[config.mk]
export PLATFORM = sky130hd
export DESIGN_NAME = line_pixel_reader
export DESIGN_NICKNAME = d
export VERILOG_FILES = /design/src/rtl/composite_pkg.sv /design/src/rtl/pix_skid_fifo.sv /design/src/rtl/line_pixel_reader.sv
export SDC_FILE = /design/constraint.sdc
export NUM_CORES = 1
export LEC_CHECK = 0
export BUFFER_PORTS_ARGS = -buffer_cell sky130_fd_sc_hd__buf_2
export CAP_MARGIN = 20
export CORE_MARGIN = 3
export CORE_UTILIZATION = 40
export CTS_CLUSTER_SIZE = 40
export DETAILED_ROUTE_END_ITERATION = 12
export PLACE_DENSITY = 0.69
export SLEW_MARGIN = 30
export SYNTH_ARGS = -nofsm -noshare
export SYNTH_HDL_FRONTEND = slang
export SYNTH_SLANG_ARGS = --single-unit
[constraint.sdc]
create_clock -name clk -period 6.8 [get_ports clk]
set_input_delay 1.02 -clock clk [delete_from_list [all_inputs] [get_ports clk]]
set_output_delay 1.02 -clock clk [all_outputs]
set_load 0.01 [all_outputs]
[src/rtl/composite_pkg.sv]
// Constants and types shared by the line-buffer BRAM wrapper, the pixel reader and the
// composite luma/sync encoder.
package composite_pkg;

    localparam int ADDR_W = 9;
    localparam int DATA_W = 4;
    localparam int LEN_W  = 10;

    typedef enum logic [1:0] {
        IDLE  = 2'd0,
        FETCH = 2'd1,
        DRAIN = 2'd2
    } rd_state_t;

    typedef struct packed {
        logic              last;
        logic [DATA_W-1:0] data;
    } pix_entry_t;

    localparam pix_entry_t ENTRY_ZERO = '{last: 1'b0, data: {DATA_W{1'b0}}};

    // Line-buffer addresses wrap modulo 2^ADDR_W.
    function automatic logic [ADDR_W-1:0] addr_inc(input logic [ADDR_W-1:0] a);
        return a + {{(ADDR_W-1){1'b0}}, 1'b1};
    endfunction

endpackage

[src/rtl/pix_skid_fifo.sv]
// Small register FIFO of {last, data} pixel entries; entry 0 is the registered head
// driven straight onto the output stream. Flush empties it in one cycle.
module pix_skid_fifo
    import composite_pkg::*;
#(
    parameter int DEPTH = 2,
    parameter int CNT_W = $clog2(DEPTH + 1)
) (
    input  logic             clk,
    input  logic             reset,
    input  logic             flush,
    input  logic             push,
    input  pix_entry_t       din,
    input  logic             pop,
    output pix_entry_t       head,
    output logic             head_vld,
    output logic [CNT_W-1:0] count
);

    pix_entry_t       mem_r   [DEPTH];
    pix_entry_t       shift_s [DEPTH];
    pix_entry_t       mem_s   [DEPTH];
    logic [CNT_W-1:0] count_r;
    logic [CNT_W-1:0] count_s;
    logic [CNT_W-1:0] wr_idx_s;
    logic             pop_ok_s;
    logic             push_ok_s;

    // Next-state storage: pop shifts toward the head, push lands behind the survivors.
    always_comb begin
        pop_ok_s  = pop & (count_r != {CNT_W{1'b0}});
        wr_idx_s  = count_r - CNT_W'(pop_ok_s);
        push_ok_s = push & (wr_idx_s < CNT_W'(DEPTH));
        for (int i = 0; i < DEPTH - 1; i++) begin
            shift_s[i] = pop_ok_s ? mem_r[i+1] : mem_r[i];
        end
        shift_s[DEPTH-1] = pop_ok_s ? ENTRY_ZERO : mem_r[DEPTH-1];
        for (int i = 0; i < DEPTH; i++) begin
            mem_s[i] = (push_ok_s && (wr_idx_s == CNT_W'(i))) ? din : shift_s[i];
        end
        count_s = count_r + CNT_W'(push_ok_s) - CNT_W'(pop_ok_s);
    end

    // Storage and occupancy registers.
    always_ff @(posedge clk) begin
        if (reset || flush) begin
            for (int i = 0; i < DEPTH; i++) begin
                mem_r[i] <= ENTRY_ZERO;
            end
            count_r <= {CNT_W{1'b0}};
        end else begin
            for (int i = 0; i < DEPTH; i++) begin
                mem_r[i] <= mem_s[i];
            end
            count_r <= count_s;
        end
    end

    assign head     = mem_r[0];
    assign head_vld = (count_r != {CNT_W{1'b0}});
    assign count    = count_r;

endmodule

[src/rtl/line_pixel_reader.sv]
// Streams one line of 4-bit pixels out of the line-buffer BRAM into a valid/ready stream,
// issuing reads only when the skid FIFO has guaranteed room for their data.
module line_pixel_reader
    import composite_pkg::*;
#(
    parameter int FIFO_DEPTH = 2,
    parameter int READ_LAT   = 1
) (
    input  logic              clk,
    input  logic              reset,
    input  logic              line_start,
    input  logic [ADDR_W-1:0] line_base,
    input  logic [LEN_W-1:0]  line_len,
    output logic              busy,
    output logic              line_done,
    output logic              ram_ceb,
    output logic [ADDR_W-1:0] ram_adb,
    input  logic [DATA_W-1:0] ram_doutb,
    output logic [DATA_W-1:0] pix_data,
    output logic              pix_valid,
    input  logic              pix_ready,
    output logic              pix_last
);

    localparam int FCNT_W = $clog2(FIFO_DEPTH + 1);
    localparam int CNT_W  = $clog2(FIFO_DEPTH + READ_LAT + 1) + 1;

    rd_state_t         state_r;
    logic [ADDR_W-1:0] addr_r;
    logic [ADDR_W-1:0] adb_hold_r;
    logic [LEN_W-1:0]  remain_r;
    logic [READ_LAT-1:0] lat_vld_r;
    logic [READ_LAT-1:0] lat_last_r;
    logic              line_done_r;

    logic [FCNT_W-1:0] fifo_count_s;
    logic [CNT_W-1:0]  inflight_s;
    logic [CNT_W-1:0]  credit_s;
    logic              pop_s;
    logic              push_s;
    logic              issue_s;
    logic              issue_last_s;
    pix_entry_t        head_s;
    logic              head_vld_s;
    pix_entry_t        push_entry_s;

    // Credit check: FIFO occupancy plus reads still in the BRAM pipe, net of this cycle's pop.
    always_comb begin
        inflight_s = {CNT_W{1'b0}};
        for (int i = 0; i < READ_LAT; i++) begin
            inflight_s = inflight_s + CNT_W'(lat_vld_r[i]);
        end
        pop_s    = head_vld_s & pix_ready;
        credit_s = CNT_W'(fifo_count_s) + inflight_s - CNT_W'(pop_s);
        if ((state_r == FETCH) && !line_start && (credit_s < CNT_W'(FIFO_DEPTH))) begin
            issue_s = 1'b1;
        end else begin
            issue_s = 1'b0;
        end
        issue_last_s = issue_s & (remain_r == LEN_W'(1));
    end

    // A new line_start discards whatever the old line still has in the read pipe.
    assign push_s       = lat_vld_r[READ_LAT-1] & ~line_start;
    assign push_entry_s = '{last: lat_last_r[READ_LAT-1], data: ram_doutb};

    // Line sequencing, read address/length tracking and the read-latency pipe.
    always_ff @(posedge clk) begin
        if (reset) begin
            state_r     <= IDLE;
            addr_r      <= {ADDR_W{1'b0}};
            adb_hold_r  <= {ADDR_W{1'b0}};
            remain_r    <= {LEN_W{1'b0}};
            lat_vld_r   <= {READ_LAT{1'b0}};
            lat_last_r  <= {READ_LAT{1'b0}};
            line_done_r <= 1'b0;
        end else begin
            line_done_r   <= 1'b0;
            lat_vld_r[0]  <= issue_s;
            lat_last_r[0] <= issue_last_s;
            for (int i = 1; i < READ_LAT; i++) begin
                lat_vld_r[i]  <= lat_vld_r[i-1] & ~line_start;
                lat_last_r[i] <= lat_last_r[i-1] & ~line_start;
            end
            if (issue_s) begin
                addr_r     <= addr_inc(addr_r);
                remain_r   <= remain_r - LEN_W'(1);
                adb_hold_r <= addr_r;
            end
            if (line_start) begin
                if (line_len != {LEN_W{1'b0}}) begin
                    state_r  <= FETCH;
                    addr_r   <= line_base;
                    remain_r <= line_len;
                end else begin
                    state_r     <= IDLE;
                    line_done_r <= 1'b1;
                end
            end else begin
                case (state_r)
                    IDLE: begin
                        state_r <= IDLE;
                    end
                    FETCH: begin
                        if (issue_last_s) begin
                            state_r <= DRAIN;
                        end
                    end
                    DRAIN: begin
                        if (pop_s && head_s.last) begin
                            state_r     <= IDLE;
                            line_done_r <= 1'b1;
                        end
                    end
                    default: begin
                        state_r <= IDLE;
                    end
                endcase
            end
        end
    end

    pix_skid_fifo #(
        .DEPTH (FIFO_DEPTH),
        .CNT_W (FCNT_W)
    ) u_fifo (
        .clk      (clk),
        .reset    (reset),
        .flush    (line_start),
        .push     (push_s),
        .din      (push_entry_s),
        .pop      (pop_s),
        .head     (head_s),
        .head_vld (head_vld_s),
        .count    (fifo_count_s)
    );

    assign busy      = (state_r != IDLE);
    assign line_done = line_done_r;
    assign ram_ceb   = issue_s;
    assign ram_adb   = issue_s ? addr_r : adb_hold_r;
    assign pix_data  = head_s.data;
    assign pix_valid = head_vld_s;
    assign pix_last  = head_s.last;

endmodule

# Word level (Yosys, flattened, before mapping)
# Memories as Yosys holds them, arrays and structs flattened.
# Index checks and enable logic that the tools add are counted.
dict set report classes {
  n_addsub 7
  n_lt_le_gt_ge 2
  n_eq_ne 6
  mux 26
  bitwise_logic 8
  reduce_logical 12
}
# op count
set ops {}
lappend ops {{$mux W9} 4}
lappend ops {{$mux W10} 3}
lappend ops {{$mux W5} 6}
lappend ops {{$eq A10 B1 Y1 const B} 1}
lappend ops {{$reduce_bool A10 Y1} 1}
lappend ops {{$sub A10 B1 Y10 const B} 1}
lappend ops {{$add A9 B1 Y9 const B} 1}
lappend ops {{$mux W1} 9}
lappend ops {{$mux W2} 3}
lappend ops {{$ne A3 B3 Y1 const B} 2}
lappend ops {{$and A1 B1 Y1} 5}
lappend ops {{$logic_and A1 B1 Y1} 5}
lappend ops {{$eq A2 B1 Y1 const B} 2}
lappend ops {{$pmux W2 S2} 1}
lappend ops {{$reduce_bool A2 Y1} 2}
lappend ops {{$sub A2 B1 Y2} 2}
lappend ops {{$add A2 B1 Y3} 1}
lappend ops {{$lt A3 B2 Y1 const B} 1}
lappend ops {{$sub A3 B1 Y3} 1}
lappend ops {{$add A2 B1 Y2} 1}
lappend ops {{$eq A2 B2 Y1 const B} 1}
lappend ops {{$logic_not A2 Y1} 1}
lappend ops {{$lt A2 B2 Y1 const B} 1}
lappend ops {{$or A1 B1 Y1} 2}
lappend ops {{4 further kinds} 4}
dict set report totals {
  ff_bits 35
  ramBits 10
  memories 1
}
# name words word_bits rd rd_clocked_by_memory_dff write_ports line_no
set memory_table {}
lappend memory_table {u_fifo.mem_r 2 5 2 0 2 pix_skid_fifo.sv:20} ;# pix_entry_t mem_r [DEPTH];

# Logic depth before layout (Yosys ltp)
# Gate-level depths: netlist of the first run.
dict set report logic_depth {
  depth_word 10
  ltp_mapped 12
  mapped_depth_nobuf 10
}

# Cells and area by module
# From an unflattened synthesis of the first run, not the netlist that was laid out.
dict set report unflattened {
  hier_cells 280
  area_unflattened_um2 2313.5
}
# module instances cells_each area_per_inst_um2 seq_area_each_um2
set modules_own_cells {}
lappend modules_own_cells {line_pixel_reader 1 207 1687.9 660.6}
lappend modules_own_cells {pix_skid_fifo 1 73 625.6 240.2}

# Worst setup path before layout of the first run
# Ideal clock, no wire load.
dict set report synth_path {
  kind {input-to-output}
  start {input pix_ready}
  end {output ram_adb[4]}
  t_arrival_ns 3.204
  t_required_ns 5.780
  path_slack_ns 2.576
  cell_stages 11
  cell_sequence {o21ai_1 -> inv_1 -> ha_1 -> nand2b_1 -> fa_1 -> and4bb_1 -> buf_4 -> nand2_4 -> inv_2 -> buf_6 -> mux2_4}
}
dict set report synth_between {
  elab_chain_cells 6
}
# element line_no
set synth_lines {}
lappend synth_lines {{from (decl)} line_pixel_reader.sv:21} ;# input logic pix_ready,
lappend synth_lines {{$and A1 B1 Y1} line_pixel_reader.sv:53} ;# pop_s = head_vld_s & pix_ready;
lappend synth_lines {{$sub A3 B1 Y3} line_pixel_reader.sv:54} ;# credit_s = CNT_W'(fifo_count_s) + inflight_s - CNT_W'(pop_s);
lappend synth_lines {{$lt A3 B2 Y1} line_pixel_reader.sv:55} ;# if ((state_r == FETCH) && !line_start && (credit_s < CNT_W'(FIFO_DEPTH))) begin
lappend synth_lines {{$logic_and A1 B1 Y1} line_pixel_reader.sv:55}
lappend synth_lines {{$mux W1} line_pixel_reader.sv:55}
lappend synth_lines {{net ram_ceb} line_pixel_reader.sv:16} ;# output logic ram_ceb,
lappend synth_lines {{$mux W9} n/a}
lappend synth_lines {{to (decl)} line_pixel_reader.sv:17} ;# output logic [ADDR_W-1:0] ram_adb,
# The timed path passes the listed nets, and every way through them passes these cells.

# Final worst setup path of the first run
dict set report layout_path {
  start {input pix_ready}
  end {output ram_adb[0]}
}
dict set report layout_between {
  elab_chain_cells 6
}
# element line_no
set layout_lines {}
lappend layout_lines {{$and A1 B1 Y1} line_pixel_reader.sv:53}
lappend layout_lines {{$sub A3 B1 Y3} line_pixel_reader.sv:54}
lappend layout_lines {{$lt A3 B2 Y1} line_pixel_reader.sv:55}
lappend layout_lines {{$logic_and A1 B1 Y1} line_pixel_reader.sv:55}
lappend layout_lines {{$mux W1} line_pixel_reader.sv:55}
lappend layout_lines {{$mux W9} n/a}
# No other way between the ends.

==> flow_metrics.tcl, run 1 <==
set metrics [dict create \
    die_area_mm2 0.00679 \
    cts_htree_levels 2 \
    cp_max_fo 13 \
    clk_pin_slew_worst_paths_ps 80 \
    yosys.area.top_type "dfxtp_1" \
    area_growth_pct 13.3 \
    synth_top_family_by_area "simple AND/OR/NAND/NOR gates" \
    portBuffers 44 \
    ant_nets 0 \
    final_cell_mix "45 x dfxtp_1, 44 x buf_2, 24 x nor2_1" \
    required_ps 5780 \
    grt_pass1_vias 1806 \
    final_core_util 0.474 \
    grt_max_degree 37 \
    grt_pass1_wl_mm 8.47 \
    cts_root_buffer "clkbuf_8" \
    outcome "completed" \
    netlist_instances 262 \
    io_pins 45 \
    synth_xor_area_frac 0.0558 \
    synth-main-ff-cell "dfxtp_1" \
    drtPass1Iterations 4 \
    ir_worst_vdd_mv 0.117 \
    synth_compound_gate_area_share 0.149 \
    drive_above_1_share 0.233 \
    whs_ps 470 \
    dp_hpwl_mm 3.64 \
    die_w_um 82.4 \
    leakage_nw 1.11 \
    reg2regPathDepth 10 \
    maxCapViolCount 0 \
    path_class "input pin to output port" \
    core_area_mm2 0.00557 \
    worstMarginPinSlew_ps 757 \
    avgSynthCellArea_um2 8.91 \
    async_flop_share 0 \
    postCtsSetupBuffers 0 \
    synth_edf_count 0 \
    cts-resized-gates 0 \
    initial_core_util 0.419 \
    ys_types 51 \
    cts_tree "built" \
    synth.area.mux_share 0.0665 \
    cts_max_path_buffers 2 \
    min_path_cells 2 \
    finalCritPeriodShare 0.785 \
    avgRoutedWirePerCell_um 13.6 \
    synth_fa_ha_area_frac 0.0408 \
    pwr_density_cell_mw_per_mm2 201 \
    nets 329 \
    max_clock_freq_mhz 187 \
    overflow 0 \
    min_to "adb_hold_r[2]$_SDFF_PP0_" \
    fp.dieH_um 82.4 \
    setup_viol 0 \
    cts_buffers 5 \
    synth.area.top_cells "dfxtp_1 39%, nor2_1 3.9%, xor2_1 3.8%" \
    relSlewSlack 0.492 \
    drc_errors 0 \
    cts_hold_buf 0 \
    synth_top_area_share 0.386 \
    final-hold-violation-count 0 \
    drv_slew 0 \
    diodes 0 \
    clock_skew_ps 4.10 \
    placed_area_mm2 0.00254 \
    rows 27 \
    cp.arrival_ps 4320 \
    timing.setup.tns_ps 0 \
    via_per_inst 5.26 \
    synth-seq-cells 45 \
    fillers 538 \
    reg2reg_slack_ps 2840 \
    synth_nets 296 \
    cts.sinks 45 \
    worstSetupStartpoint "pix_ready" \
    rsz0062_at_grt "false" \
    antenna_found_initial 0 \
    clk_latency_ps 300 \
    routed_wl_mm 5.02 \
    critPathLaunchType "input pin" \
    grt_usage 0.161 \
    min_from "adb_hold_r[2]$_SDFF_PP0_" \
    drt_iter0_drc 90 \
    layout_commonest_cell "dfxtp_1" \
    hold_class "flop to flop" \
    syn_area_mm2 0.00233 \
    r2r_start "u_fifo.count[1]$_SDFF_PP0_" \
    fin_area_mm2 0.00264 \
    period_needed_ps 5340 \
    synthSimpleGateAreaFrac 0.241 \
    ys_seq_area_frac 0.386 \
    vias 1937 \
    crit_path_end_kind "output port" \
    r2r-end "adb_hold_r[0]$_SDFF_PP0_" \
    ys.warnings.count 0 \
    place_congestion 0.794 \
]
==> critical path, cell delays in order <==
cell      delay [ps]
buf_2             90
o21ai_1          400
inv_1            310
ha_1             340
nand2b_1         150
fa_1             570
and4bb_1         460
nand2_4          130
inv_2            300
mux2_2           390
buf_2            140
==> area by class of cell <==
type / count / area [um2] / area share
multi-input combinational: 188 / 1290 / 0.488
sequential: 45 / 901 / 0.341
timing repair buffer: 44 / 220 / 0.0833
clock buffer: 7 / 96.3 / 0.0364
tap: 72 / 90.1 / 0.0341
inverter: 11 / 41.3 / 0.0156
clock inverter: 1 / 5.00 / 0.00189
==> kinds of logic (layout without fill, tap and decap cells) <==
kind of cell               Yosys count  count (layout)
AOI/OAI and AO/OA                   54              54
muxes                               13              13
DFF                                 45              45
and+or+nand+nor                    100             100
adders and majority gates            7               7
buffers and inverters               29              63
xor gates and xnor gates            14              14
==> cells in the mapped netlist, types with 2 or more instances <==
| cell | n |
|---|---|
| dfxtp_1 | 45 |
| nor2_1 | 24 |
| nand2_1 | 23 |
| o21ai_0 | 15 |
| a21oi_1 | 13 |
| and2_1 | 13 |
| inv_1 | 10 |
| xor2_1 | 10 |
| a311oi_1 | 8 |
| nand3_1 | 7 |
| buf_2 | 6 |
| clkbuf_1 | 6 |
| ha_1 | 6 |
| nand4_1 | 6 |
| a211oi_1 | 5 |
| buf_4 | 5 |
| mux2i_1 | 5 |
| mux2_4 | 4 |
| and3_1 | 3 |
| and4_1 | 3 |
| nor3_1 | 3 |
| xnor2_1 | 3 |
| a31oi_1 | 2 |
| mux2_1 | 2 |
| mux2_2 | 2 |
| nor4_1 | 2 |
| nor4_4 | 2 |
| o21a_1 | 2 |
| o31ai_1 | 2 |
| or2_2 | 2 |
| or3_1 | 2 |
| or4_1 | 2 |
==> state kept, by name, indices dropped and copies added (netlist names) <==
| signal | flops |
|---|---|
| adb_hold_r | 9 |
| remain_r | 10 |
| line_done | 1 |
| u_fifo.mem_r | 10 |
| state_r | 2 |
| lat_last_r | 1 |
| u_fifo.count | 2 |
| lat_vld_r | 1 |
| addr_r | 9 |
==> through the flow <==
| step | total power (W) | cells | setup slack (ps) |
|---|---|---|---|
| 4_1_cts | 0.000537 | 368 | 1460 |
| 5_1_grt | 0.000560 | 368 | 1170 |
| 2_1_floorplan | 0.000336 | 262 | 2580 |
| 3_5_place_dp | 0.000358 | 360 | 1480 |
| 3_3_place_gp | 0.000356 | 360 | 1570 |
| 6_report | 0.000532 | 368 | 1460 |
==> metal layers <==
layer,vias up,GRT usage,routed length [um]
li1,990,-,-
met4,0,0.0648,85
met5,-,0,0
met2,44,0.260,2320
met3,11,0.0336,236
met1,892,0.210,2380
==> how the worst max path moves through the flow <==
stage                      end  depth (start not counted)
finish              ram_adb[0]                         11
global route        ram_adb[0]                         11
CTS                 ram_adb[0]                         11
detailed placement  ram_adb[0]                         11
global placement    ram_adb[3]                         11
floorplan           ram_adb[4]                         11
==> power by group <==
| group | switching [W] | internal (W) | total (W) |
|---|---|---|---|
| combinational | 0.0000369 | 0.0000284 | 0.0000653 |
| clock | 0.0000887 | 0.0000919 | 0.000181 |
| sequential | 0.0000117 | 0.000274 | 0.000286 |
| total | 0.000137 | 0.000395 | 0.000532 |
(Power assumes the default switching activity.)
==> inputs of run 2 (changes only) <==
PLACE_DENSITY = 0.71   (was 0.69)
clock period = 4.59 ns   (was 6.8 ns; I/O delays follow)
==> run 2 against run 1 <==
Via count rose by 1.9%. Wire length fell by 1.3%. Cell count rose by 0.82%. Critical endpoint is now ram_adb[3].
==> flow_metrics.tcl, run 2 (synthesized netlist as in run 1, its figures left out) <==
set metrics [dict create \
    grt_usage 0.154 \
    place_congestion 0.790 \
    crit_path_end_kind "output port" \
    cts-resized-gates 0 \
    layout_commonest_cell "dfxtp_1" \
    cp.arrival_ps 3240 \
    clock_skew_ps 5.07 \
    whs_ps 467 \
    setup_ws_ps 657 \
    fillers 567 \
    ant_nets 0 \
    overflow 0 \
    core_area_mm2 0.00557 \
    cp_max_fo 13 \
    reg.largest.list "remain_r: 10 flops, u_fifo.mem_r: 10 flops" \
    nets 332 \
    die_area_mm2 0.00679 \
    ir_worst_vdd_mv 0.188 \
    hold_class "flop to flop" \
    cts_max_path_buffers 2 \
    maxCapViolCount 0 \
    via_per_inst 5.32 \
    drtPass1Iterations 4 \
    grt_max_degree 37 \
    rows 27 \
    clk_pin_slew_worst_paths_ps 80 \
    antenna_found_initial 0 \
    post-place-ws_ps 713 \
    outcome "completed" \
    finalCritPeriodShare 0.857 \
    path_class "flop to output port" \
    portBuffers 44 \
    die_w_um 82.4 \
    setup_viol 0 \
    drc_errors 0 \
    cts_hold_buf 0 \
    diodes 0 \
    routed_wl_mm 4.96 \
    worstMarginPinSlew_ps 697 \
    postCtsSetupBuffers 0 \
    max_clock_freq_mhz 254 \
    pwr_density_cell_mw_per_mm2 309 \
    cts_root_buffer "clkbuf_8" \
    final_cell_mix "45 x dfxtp_1, 44 x buf_2, 24 x nor2_1" \
    drive_above_1_share 0.237 \
    avgRoutedWirePerCell_um 13.4 \
    cts_htree_levels 2 \
    initial_core_util 0.419 \
    drv_slew 0 \
    grt_pass1_wl_mm 8.09 \
    relSlewSlack 0.523 \
    vias 1974 \
    rsz0062_at_grt "false" \
    dp_hpwl_mm 3.52 \
    timing.setup.tns_ps 0 \
    clk_latency_ps 290 \
    critPathLaunchType "flop" \
    area_growth_pct 14.9 \
    final-hold-violation-count 0 \
    io_pins 45 \
    period_needed_ps 3930 \
    fp.dieH_um 82.4 \
    required_ps 3900 \
    cts_tree "built" \
    cts_buffers 5 \
    grt_pass1_vias 1797 \
    drt_iter0_drc 89 \
    leakage_nw 1.12 \
    cts.sinks 45 \
]
[run 2: routing by layer]
metal	vias up	wire length, um	part of all wire	track usage
met4	0	67	0.014	0.0648
met1	906	2330	0.47	0.190
met5	-	0	0	0
li1	994	-	-	-
met3	9	299	0.060	0.0434
met2	65	2260	0.46	0.251
[run 2: final timing paths]
check                        startpoint                  endpoint  slack (ps)  cells past startpoint
max          u_fifo.count[1]$_SDFF_PP0_                ram_adb[3]         660                     10
min            adb_hold_r[2]$_SDFF_PP0_  adb_hold_r[2]$_SDFF_PP0_         470                      2
max reg2reg  u_fifo.count[1]$_SDFF_PP0_    remain_r[9]$_SDFF_PP0_        1520                     10
min reg2reg    adb_hold_r[2]$_SDFF_PP0_  adb_hold_r[2]$_SDFF_PP0_         470                      2
[run 2: critical path: stages (launching register included)]
cell,delay [ps]
dfxtp_1,490
o21ai_1,110
inv_1,190
ha_1,260
nand2b_1,150
fa_1,560
and4bb_1,290
nand2_4,100
inv_2,270
mux2_2,390
buf_2,140
[run 2: through the flow]
step / std cells / util / power [W] / cell area, um2
finish: 371 / 0.481 / 0.000829 / 2680
global route: 371 / 0.481 / 0.000869 / 2680
CTS: 371 / 0.481 / 0.000837 / 2680
detailed placement: 363 / 0.460 / 0.000530 / 2560
global placement: 363 / 0.460 / 0.000528 / 2560
floorplan: 262 / - / 0.000498 / 2330
[run 2: report_power, final]
group	internal (W)	total, W	switching, W	leakage [nW]
logic	0.0000430	0.0000972	0.0000542	0.697
registers	0.000406	0.000423	0.0000172	0.368
clock network	0.000178	0.000308	0.000131	0.0585
total	0.000627	0.000829	0.000202	1.12
[run 2: cell type report]
type,instances,area [um2],share of cell area
clock buffer,7,86.3,0.0322
clock inverter,1,30.0,0.0112
inverter,11,41.3,0.0154
multi-input combinational,188,1290,0.481
sequential,45,901,0.336
tap,72,90.1,0.0336
timing repair buffer,47,243,0.0905
